--- src/rtl/fetch_pkg.sv ---
// fetch_pkg: shared constants and FSM state type for the instruction fetch stage.
package fetch_pkg;

  localparam logic [31:0]  NOP_INSTR = 32'h0000_0013;  // ADDI x0,x0,0
  localparam int unsigned  PC_INCR   = 4;

  typedef enum logic [1:0] {
    ISSUE,
    WAIT,
    HOLD,
    DISCARD
  } fetch_state_e;

endpackage

--- src/rtl/fetch_pc_gen.sv ---
// fetch_pc_gen: owns fetch_pc; applies reset, redirect (word-aligned) and +4 advance.
module fetch_pc_gen
  import fetch_pkg::*;
#(
  parameter int unsigned              address_width = 12,
  parameter logic [address_width-1:0] reset_pc      = '0
) (
  input  logic                     clk,
  input  logic                     reset,
  input  logic                     redirect,
  input  logic [address_width-1:0] redirect_pc,
  input  logic                     advance,
  output logic [address_width-1:0] fetch_pc,
  output logic [address_width-1:0] fetch_pc_plus_4
);

  localparam logic [address_width-1:0] ALIGN_MASK = ~address_width'(3);

  assign fetch_pc_plus_4 = fetch_pc + address_width'(PC_INCR);

  always_ff @(posedge clk or negedge reset) begin
    if (!reset) begin
      fetch_pc <= reset_pc;
    end else if (redirect) begin
      fetch_pc <= redirect_pc & ALIGN_MASK;
    end else if (advance) begin
      fetch_pc <= fetch_pc_plus_4;
    end
  end

endmodule

--- src/rtl/fetch_stage.sv ---
// fetch_stage: single-outstanding imem request FSM, stall hold register and IF/ID register.
// Define FETCH_PERF_CNT_EN to add the saturating perf_fetch_count / perf_stall_count outputs.
module fetch_stage
  import fetch_pkg::*;
#(
  parameter int unsigned              data_width    = 32,
  parameter int unsigned              address_width = 12,
  parameter logic [address_width-1:0] reset_pc      = '0
) (
  input  logic                     clk,
  input  logic                     reset,
  input  logic                     stall,
  input  logic                     flush,
  input  logic                     redirect,
  input  logic [address_width-1:0] redirect_pc,
  output logic                     imem_req,
  output logic [address_width-1:0] imem_addr,
  input  logic                     imem_ready,
  input  logic                     imem_rvalid,
  input  logic [data_width-1:0]    imem_rdata,
  output logic [data_width-1:0]    instruction,
  output logic [address_width-1:0] pc_plus_4,
  output logic [address_width-1:0] pc_current,
  output logic                     instr_valid
`ifdef FETCH_PERF_CNT_EN
  ,
  output logic [31:0]              perf_fetch_count,
  output logic [31:0]              perf_stall_count
`endif
);

  localparam logic [data_width-1:0] BUBBLE = data_width'(NOP_INSTR);

  fetch_state_e             state, state_next;
  logic [address_width-1:0] fetch_pc, fetch_pc_plus_4;
  logic [data_width-1:0]    hold_data, fetch_data;
  logic                     consume, capture, in_flight;

  fetch_pc_gen #(
    .address_width(address_width),
    .reset_pc     (reset_pc)
  ) u_pc_gen (
    .clk            (clk),
    .reset          (reset),
    .redirect       (redirect),
    .redirect_pc    (redirect_pc),
    .advance        (consume),
    .fetch_pc       (fetch_pc),
    .fetch_pc_plus_4(fetch_pc_plus_4)
  );

  assign imem_req   = reset && (state == ISSUE);
  assign imem_addr  = fetch_pc;
  assign fetch_data = (state == HOLD) ? hold_data : imem_rdata;

  always_ff @(posedge clk or negedge reset) begin
    if (!reset) state <= ISSUE;
    else        state <= state_next;
  end

  always_comb begin
    state_next = state;
    consume    = 1'b0;
    capture    = 1'b0;
    // A request is still owed a response after this cycle only if it was not
    // answered now; otherwise DISCARD would wait for a beat that never comes.
    in_flight  = ((state == WAIT || state == DISCARD) && !imem_rvalid) ||
                 (state == ISSUE && imem_ready);
    if (redirect) begin
      state_next = in_flight ? DISCARD : ISSUE;
    end else begin
      unique case (state)
        ISSUE:   if (imem_ready) state_next = WAIT;
        WAIT: begin
          if (imem_rvalid) begin
            if (stall) begin
              capture    = 1'b1;
              state_next = HOLD;
            end else begin
              consume    = 1'b1;
              state_next = ISSUE;
            end
          end
        end
        HOLD: begin
          if (!stall) begin
            consume    = 1'b1;
            state_next = ISSUE;
          end
        end
        DISCARD: if (imem_rvalid) state_next = ISSUE;
        default: state_next = ISSUE;
      endcase
    end
  end

  // Leaving HOLD (by consume or redirect) is what invalidates the held word.
  always_ff @(posedge clk or negedge reset) begin
    if (!reset)       hold_data <= '0;
    else if (capture) hold_data <= imem_rdata;
  end

  always_ff @(posedge clk or negedge reset) begin
    if (!reset) begin
      instruction <= BUBBLE;
      instr_valid <= 1'b0;
      pc_current  <= '0;
      pc_plus_4   <= '0;
    end else if (flush || redirect) begin
      instruction <= BUBBLE;
      instr_valid <= 1'b0;
    end else if (!stall) begin
      if (consume) begin
        instruction <= fetch_data;
        instr_valid <= 1'b1;
        pc_current  <= fetch_pc;
        pc_plus_4   <= fetch_pc_plus_4;
      end else begin
        instruction <= BUBBLE;
        instr_valid <= 1'b0;
      end
    end
  end

`ifdef FETCH_PERF_CNT_EN
  always_ff @(posedge clk or negedge reset) begin
    if (!reset) begin
      perf_fetch_count <= '0;
      perf_stall_count <= '0;
    end else begin
      if (consume && !flush && perf_fetch_count != '1)
        perf_fetch_count <= perf_fetch_count + 32'd1;
      if (stall && perf_stall_count != '1)
        perf_stall_count <= perf_stall_count + 32'd1;
    end
  end
`endif

endmodule

--- config.mk ---
export PLATFORM = sky130hd
export DESIGN_NAME = fetch_stage
export DESIGN_NICKNAME = d
export VERILOG_FILES = /design/src/rtl/fetch_pkg.sv /design/src/rtl/fetch_pc_gen.sv /design/src/rtl/fetch_stage.sv
export SDC_FILE = /design/constraint.sdc
export NUM_CORES = 1
export LEC_CHECK = 0
export ABC_AREA = 1
export CAP_MARGIN = 0
export CELL_PAD_IN_SITES_DETAIL_PLACEMENT = 0
export CELL_PAD_IN_SITES_GLOBAL_PLACEMENT = 1
export CORE_UTILIZATION = 32
export CTS_CLUSTER_DIAMETER = 30
export DETAILED_ROUTE_END_ITERATION = 10
export PLACE_DENSITY_LB_ADDON = 0.2
export SLEW_MARGIN = 20
export SYNTH_ARGS = -nofsm -noshare
export SYNTH_HDL_FRONTEND = slang
export SYNTH_SLANG_ARGS = --single-unit
--- constraint.sdc ---
create_clock -name clk -period 1.55 [get_ports clk]
set_input_delay 0.3875 -clock clk [delete_from_list [all_inputs] [get_ports clk]]
set_output_delay 0.3875 -clock clk [all_outputs]
set_load 0.05 [all_outputs]
==> results of run 1 <==
-- Yosys cell counts (3+ instances only) --
cell type | instances | area [µm²]
dfstp_2 | 3 | 78.8
inv_1 | 51 | 191
o21ai_0 | 48 | 240
ha_1 | 5 | 62.6
nand2_1 | 240 | 901
o21ai_1 | 20 | 100
xor2_1 | 3 | 26.3
clkbuf_1 | 11 | 41.3
nand3_1 | 37 | 185
buf_2 | 7 | 35.0
buf_6 | 5 | 56.3
inv_2 | 3 | 11.3
o21ai_2 | 8 | 70.1
nor2_2 | 3 | 18.8
dfrtp_1 | 94 | 2350
buf_4 | 9 | 67.6
nor2_1 | 14 | 52.6
-- per-layer routing --
metal	routed length, µm	vias to the layer above
met3	546	14
met4	242	0
li1	-	2039
met5	0	-
met1	5720	1908
met2	5680	95
-- cell families after synthesis --
group / after synthesis / share of synthesized area (%)
buf+inv: 88 / 8.83
flops: 97 / 52.3
xor+xnor: 3 / 0.566
compound gates: 78 / 9.10
fa+ha+maj: 5 / 1.35
other cells: 1 / 0.0807
simple gates: 306 / 27.8
-- registers in the layout (all words and copies together) (netlist names) --
signal and count:
state 2, hold_data 32, instruction 32, instr_valid 1, u_pc_gen.fetch_pc 10, pc_plus_4 10, pc_current 10
-- worst max-delay path, cell delays in order, from the launching register on --
cell	delay, ns
dfrtp_1	0.39
inv_2	0.09
ha_4	0.15
nand2_2	0.05
inv_2	0.06
buf_12	0.13
-- timing repair --
item,CTS,global route
setup endpoints to repair,11,81
pin swaps,1,0
gates resized for setup,7,11
gates cloned,0,3
-- through the flow --
stage	power (µW)	worst slack (ns)	hold slack (ns)	TNS (ns)	utilization [%]
after floorplan	6050	0.0241	0.0919	0	-
after global placement	7970	-0.278	0.464	-22.71	48.5
after detailed placement	8070	-0.305	0.469	-23.76	48.5
after CTS	10400	-0.0673	0.161	-0.0673	50.7
after global routing	11000	-0.106	0.183	-2.19	51.5
final	10300	-0.0454	0.128	-0.0742	51.5
-- final cells by class --
type / instances / area, µm²
Clock buffer: 9 / 225
Clock inverter: 7 / 71.3
Fill cell: 1343 / 6810
Inverter: 54 / 203
Multi-Input combinational cell: 398 / 1870
Sequential cell: 97 / 2430
Tap cell: 180 / 225
Timing Repair Buffer: 147 / 2210
-- worst paths after layout --
kind                               from                    to  slack (ns)  depth (start not counted)
max                            state[0]              imem_req       -0.05                          5
min                               reset         pc_current[8]        0.13                          2
max reg2reg                    state[0]          pc_plus_4[2]       -0.02                         10
min reg2reg                hold_data[0]          hold_data[0]        0.48                          2
max in group asynchronous         reset  u_pc_gen.fetch_pc[2]        1.01                          2
min in group clk           hold_data[0]          hold_data[0]        0.48                          2
-- power breakdown --
group / leakage [µW] / switching [µW] / internal (µW)
combinational: 0.00219 / 2370 / 1950
clock: 0.000137 / 997 / 1250
sequential: 0.00126 / 558 / 3230
==> impl_metrics.json, run 1 <==
{
  "grt_overflow_total": 0,
  "violations": "negative setup slack",
  "setup_violations": 4,
  "post_dp_cell_area_um2": 6800,
  "max_cap_viol_count": 0,
  "ys_seq_area_share_pct": 52.3,
  "antenna_found_initial": 0,
  "grt_pass1_wl_mm": 19.8,
  "drc": 0,
  "cts_buffers": 9,
  "dp_cells": 873,
  "fmax_ghz": 0.627,
  "syn2layout_area_growth_pct": 55.7,
  "final_common_cell": "nand2_1",
  "wirelength_mm": 12.2,
  "top_usage_layer": "met2",
  "max_slew_margin_pct": 65.1,
  "clock_path_buffers": 2,
  "gp_congestion": 0.759,
  "numClockSinks": 97,
  "grtUsageMet1_pct": 23.6,
  "die_h_um": 123,
  "die-width_um": 123,
  "p_leak_uw": 0.00358,
  "htree_num_levels": 3,
  "hold_path.class": "input pin to async pin",
  "worst_ep_required_time_ns": 1.16,
  "path_class": "flop to primary output",
  "timing.final.ws_setup_ns": -0.0454,
  "io_pins": 121,
  "dr_total_vias": 4056,
  "wl_per_cell_um": 13.7,
  "grt_pass1_vias": 3914,
  "core_area_um2": 14000,
  "synth_warnings": 0,
  "end_kind": "primary output",
  "netlist_instances": 578,
  "critPathLaunchType": "flop",
  "power.density_nw_per_um2": 1430,
  "first_iter_violations": 272,
  "ys.flop_type": "dfrtp_1",
  "fin_crit_sh_pct": 103,
  "grt_max_degree": 98,
  "antenna_cells": 0,
  "cp_max_fo": 4,
  "crit_arrival_ns": 1.21,
  "syn_area_per_cell_um2": 8.04,
  "clk_pin_slew_ns": 0.07,
  "synth_edf_count": 0,
  "fp.dieArea_um2": 15000,
  "ys_ff_latch": 97,
  "fin_skew_ns": 0.00560,
  "placementRows": 43,
  "synth-async-reset-ratio_pct": 100,
  "initial_core_util_pct": 33.1,
  "port_buffers": 112,
  "finalInstanceArea_um2": 7230,
  "final_antenna_net_count": 0,
  "outcome": "finished with violations",
  "final_cells": 892,
  "firstDrtPassIters": 4,
  "rsz0062_at_grt": "yes",
  "layout_min_cycle_time_ns": 1.60,
  "grtUsageMet3_pct": 3.11,
  "cts-root-buf": "clkbuf_16",
  "grt.total_usage_pct": 17.1,
  "cts_hold_buf": 0,
  "ys_types": 27,
  "slew_violations": 0,
  "layout_common_cells": "nand2_1, dfrtp_1, buf_12",
  "clk-insertion-delay-late_ns": 0.35,
  "peakVddDrop_mv": 0.640,
  "finalNetCount": 763,
  "cts_tree": "done",
  "viasPerCell": 4.55,
  "synth_area_um2": 4650,
  "layout-drive-gt1-share_pct": 21.6,
  "hpwl_mm": 8.27,
  "hold_violations": 0,
  "tightest_slew_ns": 0.523,
  "post-cts-setup-buffers": 0,
  "met2_usage_pct": 25.9
}
Power figures use the tool's default switching activity.
==> inputs of run 2 (changes only) <==
CORE_UTILIZATION = 41   (was 32)
DONT_BUFFER_PORTS = 1   (was not set)
==> run 2 against run 1 <==
Compared with the run above: the run ends with negative hold slack, negative setup slack left; worst hold slack worse by 0.39 ns; combinational power is 46% lower; critical path depth stayed put; sequential share of layout area is 12 points higher; clock skew is 0.0036 ns higher; via count is 11% lower; final area is 26% lower; die area is 22% lower; non-clock buffer count is 115 lower; first-iteration DRC count is 27% lower; critical endpoint unchanged; largest power group is now sequential cells.
==> impl_metrics.json, run 2 (same netlist as run 1, synthesis figures left out) <==
{
  "outcome": "finished with violations",
  "violations": "negative hold slack, negative setup slack",
  "setup_violations": 1,
  "initial_core_util_pct": 42.5,
  "rr_worst_depth": 10,
  "crit_slowest_cell": "dfrtp_1",
  "worst_ep_required_time_ns": 1.16,
  "path_common_cell": "inv_2",
  "hold_violations": 97,
  "whs_ns": -0.265,
  "fp.dieArea_um2": 11800,
  "hold_path.class": "input pin to async pin",
  "post_dp_cell_area_um2": 4940,
  "worst_path_largest_cell_delay_ns": 0.40,
  "layout_common_cells": "nand2_1, dfrtp_1, inv_1",
  "timing.final.ws_setup_ns": -0.0418,
  "fmax_ghz": 0.628,
  "numClockSinks": 97,
  "die_h_um": 108,
  "firstDrtPassIters": 4,
  "reg_top3": "hold_data x32, instruction x32",
  "clock_path_buffers": 2,
  "drc": 0,
  "path_class": "flop to primary output",
  "clk-insertion-delay-late_ns": 0.34,
  "routed-wl-met3_um": 741,
  "power.density_nw_per_um2": 1700,
  "cts-root-buf": "clkbuf_16",
  "post-place-ws_ns": 0.00893,
  "finalNetCount": 648,
  "grt_pass1_wl_mm": 16.6,
  "grt_overflow_total": 0,
  "post-cts-setup-buffers": 0,
  "finalInstanceArea_um2": 5330,
  "wl_met1_mm": 4.72,
  "cts_tree": "done",
  "max_cap_viol_count": 0,
  "fin_skew_ns": 0.00917,
  "cp_max_fo": 4,
  "core_area_um2": 10900,
  "hpwl_mm": 7.01,
  "slew_violations": 0,
  "dr_total_vias": 3619,
  "peakVddDrop_mv": 0.701,
  "tightest_slew_ns": 0.502,
  "p_leak_uw": 0.00282,
  "htree_num_levels": 3,
  "fin_util_pct": 48.7,
  "io_pins": 121,
  "critical_path.top_delay_family": "flip-flops",
  "wirelength_mm": 10.8,
  "cp_num_buf_inv": 3,
  "timing.rr.start": "state[0]",
  "final_common_cell": "nand2_1",
  "placementRows": 38,
  "wl_per_cell_um": 14.6,
  "first_iter_violations": 198,
  "cp.depth": 5,
  "path_cells": "inv_2, ha_4, nand2_2, inv_2, buf_12",
  "cts_buffers": 9,
  "antenna_found_initial": 0,
  "die-width_um": 108,
  "max_slew_margin_pct": 66.5,
  "rr_endpoint": "pc_current[9]",
  "grt_max_degree": 99,
  "fill_cells": 1112,
  "clk_pin_slew_ns": 0.07,
  "gp_congestion": 0.772,
  "rsz0062_at_grt": "yes",
  "port_buffers": 0,
  "end_kind": "primary output",
  "final_antenna_net_count": 0,
  "crit_arrival_ns": 1.20,
  "grt.total_usage_pct": 18.5,
  "grt_pass1_vias": 3540,
  "met2_length_mm": 5.08,
  "critPathLaunchType": "flop",
  "route.top_layer_used": "met4",
  "layout-drive-gt1-share_pct": 13.4,
  "layout_min_cycle_time_ns": 1.59,
  "fin_crit_sh_pct": 103,
  "syn2layout_area_growth_pct": 14.7,
  "rrSetupSlack_ns": 0.02,
  "antenna_cells": 0,
  "viasPerCell": 4.91
}
==> run 2: worst max path at each step <==
stage,start,endpoint,slack (ns)
after floorplan,u_pc_gen.fetch_pc[3],pc_plus_4[8],0.02
after detailed placement,state[0],pc_current[9],0.009
final,state[0],imem_req,-0.04
after CTS,state[0],imem_req,-0.05
after global routing,state[1],pc_current[8],-0.09
after global placement,state[0],pc_current[8],0.03
==> run 2: timing repair <==
| action | in CTS | in global routing |
|---|---|---|
| hold endpoints to repair | 97 | 97 |
| endpoints found under the setup margin | 2 | 72 |
| gates cloned | 0 | 2 |
| gates resized for setup | 6 | 2 |
| pin swaps | 1 | 0 |
==> run 2: where the power goes <==
part,internal [µW],switching [µW],leakage (µW)
Sequential,3210,1170,0.00126
Combinational,900,1420,0.00141
Clock,1420,950,0.000150
Total,5530,3540,0.00282
==> run 2: layout make-up <==
type	instances	area, µm²	area share [%]
Inverter	54	203	3.80
Multi-Input combinational cell	398	1850	34.8
Clock inverter	5	81.3	1.53
Tap cell	140	175	3.29
Clock buffer	11	233	4.37
Timing Repair Buffer	32	350	6.57
Sequential cell	97	2430	45.6
==> run 2: per-layer routing <==
metal  global-route usage (%)  vias to the layer above
met5                        0                        -
met4                     8.69                        0
met3                     4.64                       13
met2                     30.6                      100
met1                     22.5                     1694
li1                         -                     1812
==> run 2: per-stage QoR <==
step | cells | power, µW | TNS [ns]
after floorplan | 583 | 6050 | 0
after global placement | 719 | 6590 | 0
after detailed placement | 719 | 6680 | 0
after CTS | 735 | 9130 | -0.0508
after global routing | 737 | 9660 | -1.86
final | 737 | 9070 | -0.0418
==> inputs of run 3 (changes only) <==
CORE_UTILIZATION = 43   (was 41)
CTS_BUF_LIST = sky130_fd_sc_hd__clkbuf_8   (was not set)
SKIP_LAST_GASP = 1   (was not set)
==> run 3 against run 2 <==
Compared with the run above: final cell count is 0.95% higher; the flow still finishes with violations (negative hold slack, negative setup slack); largest power group unchanged; sequential share of layout area shrank 1.9 points; register-to-register slack got worse by 0.09 ns; global-route usage grew 0.78 points.
==> impl_metrics.json, run 3 (same netlist as run 1, synthesis figures left out) <==
{
  "outcome": "finished with violations",
  "violations": "negative hold slack, negative setup slack",
  "worst_ep_required_time_ns": 1.16,
  "drc": 0,
  "cts-root-buf": "clkbuf_8",
  "dr_total_vias": 3705,
  "max_cap_viol_count": 0,
  "fin_skew_ns": 0.00728,
  "tightest_slew_ns": 0.547,
  "cp_max_fo": 4,
  "layout_min_cycle_time_ns": 1.64,
  "post-place-ws_ns": 0.00158,
  "grt_pass1_vias": 3369,
  "syn2layout_area_growth_pct": 19.7,
  "peakVddDrop_mv": 0.807,
  "die-width_um": 106,
  "clkPwrFrac_pct": 20.9,
  "layout_common_cells": "nand2_1, dfrtp_1, inv_1",
  "clk-insertion-delay-late_ns": 0.36,
  "first_iter_violations": 214,
  "seqPwrFrac_pct": 49.7,
  "numClockSinks": 97,
  "rsz0062_at_grt": "yes",
  "viasPerCell": 4.98,
  "path_cells": "inv_2, ha_4, nand2_2, inv_2, buf_12",
  "core_area_um2": 10400,
  "wirelength_mm": 11.4,
  "path_class": "flop to primary output",
  "whs_ns": -0.288,
  "end_kind": "primary output",
  "grt.total_usage_pct": 19.3,
  "timing.setup.tns_ns": -1.07,
  "p_switching_uw": 3610,
  "rr_worst_depth": 10,
  "clk_pin_slew_ns": 0.09,
  "initial_core_util_pct": 44.6,
  "die_h_um": 106,
  "layout-drive-gt1-share_pct": 18.6,
  "cts_tree": "done",
  "crit_arrival_ns": 1.26,
  "combPwrFrac_pct": 29.4,
  "swShare_pct": 40.5,
  "final_common_cell": "nand2_1",
  "p_int_uw": 5310,
  "rr_endpoint": "pc_plus_4[6]",
  "clock_path_buffers": 2,
  "io_pins": 121,
  "setup_violations": 21,
  "timing.rr.start": "state[0]",
  "gp_congestion": 0.799,
  "fin_crit_sh_pct": 106,
  "rrSetupSlack_ns": -0.07,
  "crit_path_start": "state[0]",
  "crit_slowest_cell": "dfrtp_1",
  "timing.final.ws_setup_ns": -0.0947,
  "critPathLaunchType": "flop",
  "setup.worst_path.end": "imem_req",
  "finalNetCount": 659,
  "cp.depth": 5,
  "grt_overflow_total": 0,
  "critical_path.top_delay_family": "flip-flops",
  "cp_num_buf_inv": 3,
  "path_common_cell": "inv_2",
  "hpwl_mm": 6.86,
  "htree_num_levels": 3,
  "antenna_cells": 0,
  "final_antenna_net_count": 0,
  "wl_per_cell_um": 15.3,
  "power.density_nw_per_um2": 1600,
  "placementRows": 37,
  "hold_violations": 97,
  "worst_path_largest_cell_delay_ns": 0.41,
  "reg_top3": "hold_data x32, instruction x32",
  "fmax_ghz": 0.608,
  "port_buffers": 0,
  "slew_violations": 0,
  "fp.dieArea_um2": 11200,
  "grt_pass1_wl_mm": 16.9,
  "cts_buffers": 9,
  "hold_path.class": "input pin to async pin",
  "max_slew_margin_pct": 63.5,
  "grt_max_degree": 99,
  "antenna_found_initial": 0,
  "firstDrtPassIters": 4,
  "p_leak_uw": 0.00290
}
## run 3: cell count changes in the layout (fill, tap and decap cells not counted), sizes merged
| cell | previous run | this run |
|---|---|---|
| buf | 30 | 38 |
| clkbuf | 13 | 16 |
## run 3: layout make-up
class	instances	area, µm²
Multi-Input combinational cell	398	1970
Clock inverter	5	77.6
Sequential cell	97	2430
Fill cell	1023	4850
Inverter	54	205
Clock buffer	11	151
Tap cell	136	170
Timing Repair Buffer	43	551
## run 3: per-layer routing
layer,wire length (µm),GRT usage (%),up-vias
met5,0,0,-
met4,204,8.33,0
met3,621,3.92,16
met2,5410,30.2,104
met1,5140,26.0,1750
li1,-,-,1835
## run 3: power groups by stage
stage / sequential [µW] / clock (µW) / combinational, µW
5_1_grt: 4520 / 2030 / 2950
4_1_cts: 4380 / 1920 / 2280
3_5_place_dp: 4430 / 0 / 2210
2_1_floorplan: 4520 / 0 / 1520
3_3_place_gp: 4400 / 0 / 2160
6_report: 4430 / 1870 / 2620
## run 3: repair_timing
action | CTS | global route
hold endpoints to repair | 97 | 97
gates cloned | 0 | 10
pin swaps | 1 | 12
endpoints found under the setup margin | 6 | 98
gates resized for setup | 6 | 53
setup buffers | 1 | 3
## run 3: metrics by stage
step                      power, µW  instances  instance area, µm²  utilization [%]
after floorplan                6050        583                4670                -
after global placement         6560        714                4930             47.3
after detailed placement       6640        714                4930             47.3
after CTS                      8590        731                5180             49.7
after global routing           9510        744                5560             53.4
final                          8920        744                5560             53.4
## run 3: worst reg2reg max path, delay by kind of cell (launching register included)
kind          cells  cell delay (ns)
fa+ha+maj         1             0.27
flops             1             0.38
simple gates      6             0.57
buf+inv           3             0.30
## run 3: worst min path at each step
stage / end / slack [ns] / depth (start not counted)
after floorplan: hold_data[0] / 0.09 / 0
after global placement: pc_current[8] / 0.09 / 0
after detailed placement: pc_current[7] / 0.09 / 0
after CTS: instruction[25] / -0.31 / 0
after global routing: instruction[25] / -0.32 / 0
final: pc_current[8] / -0.29 / 0
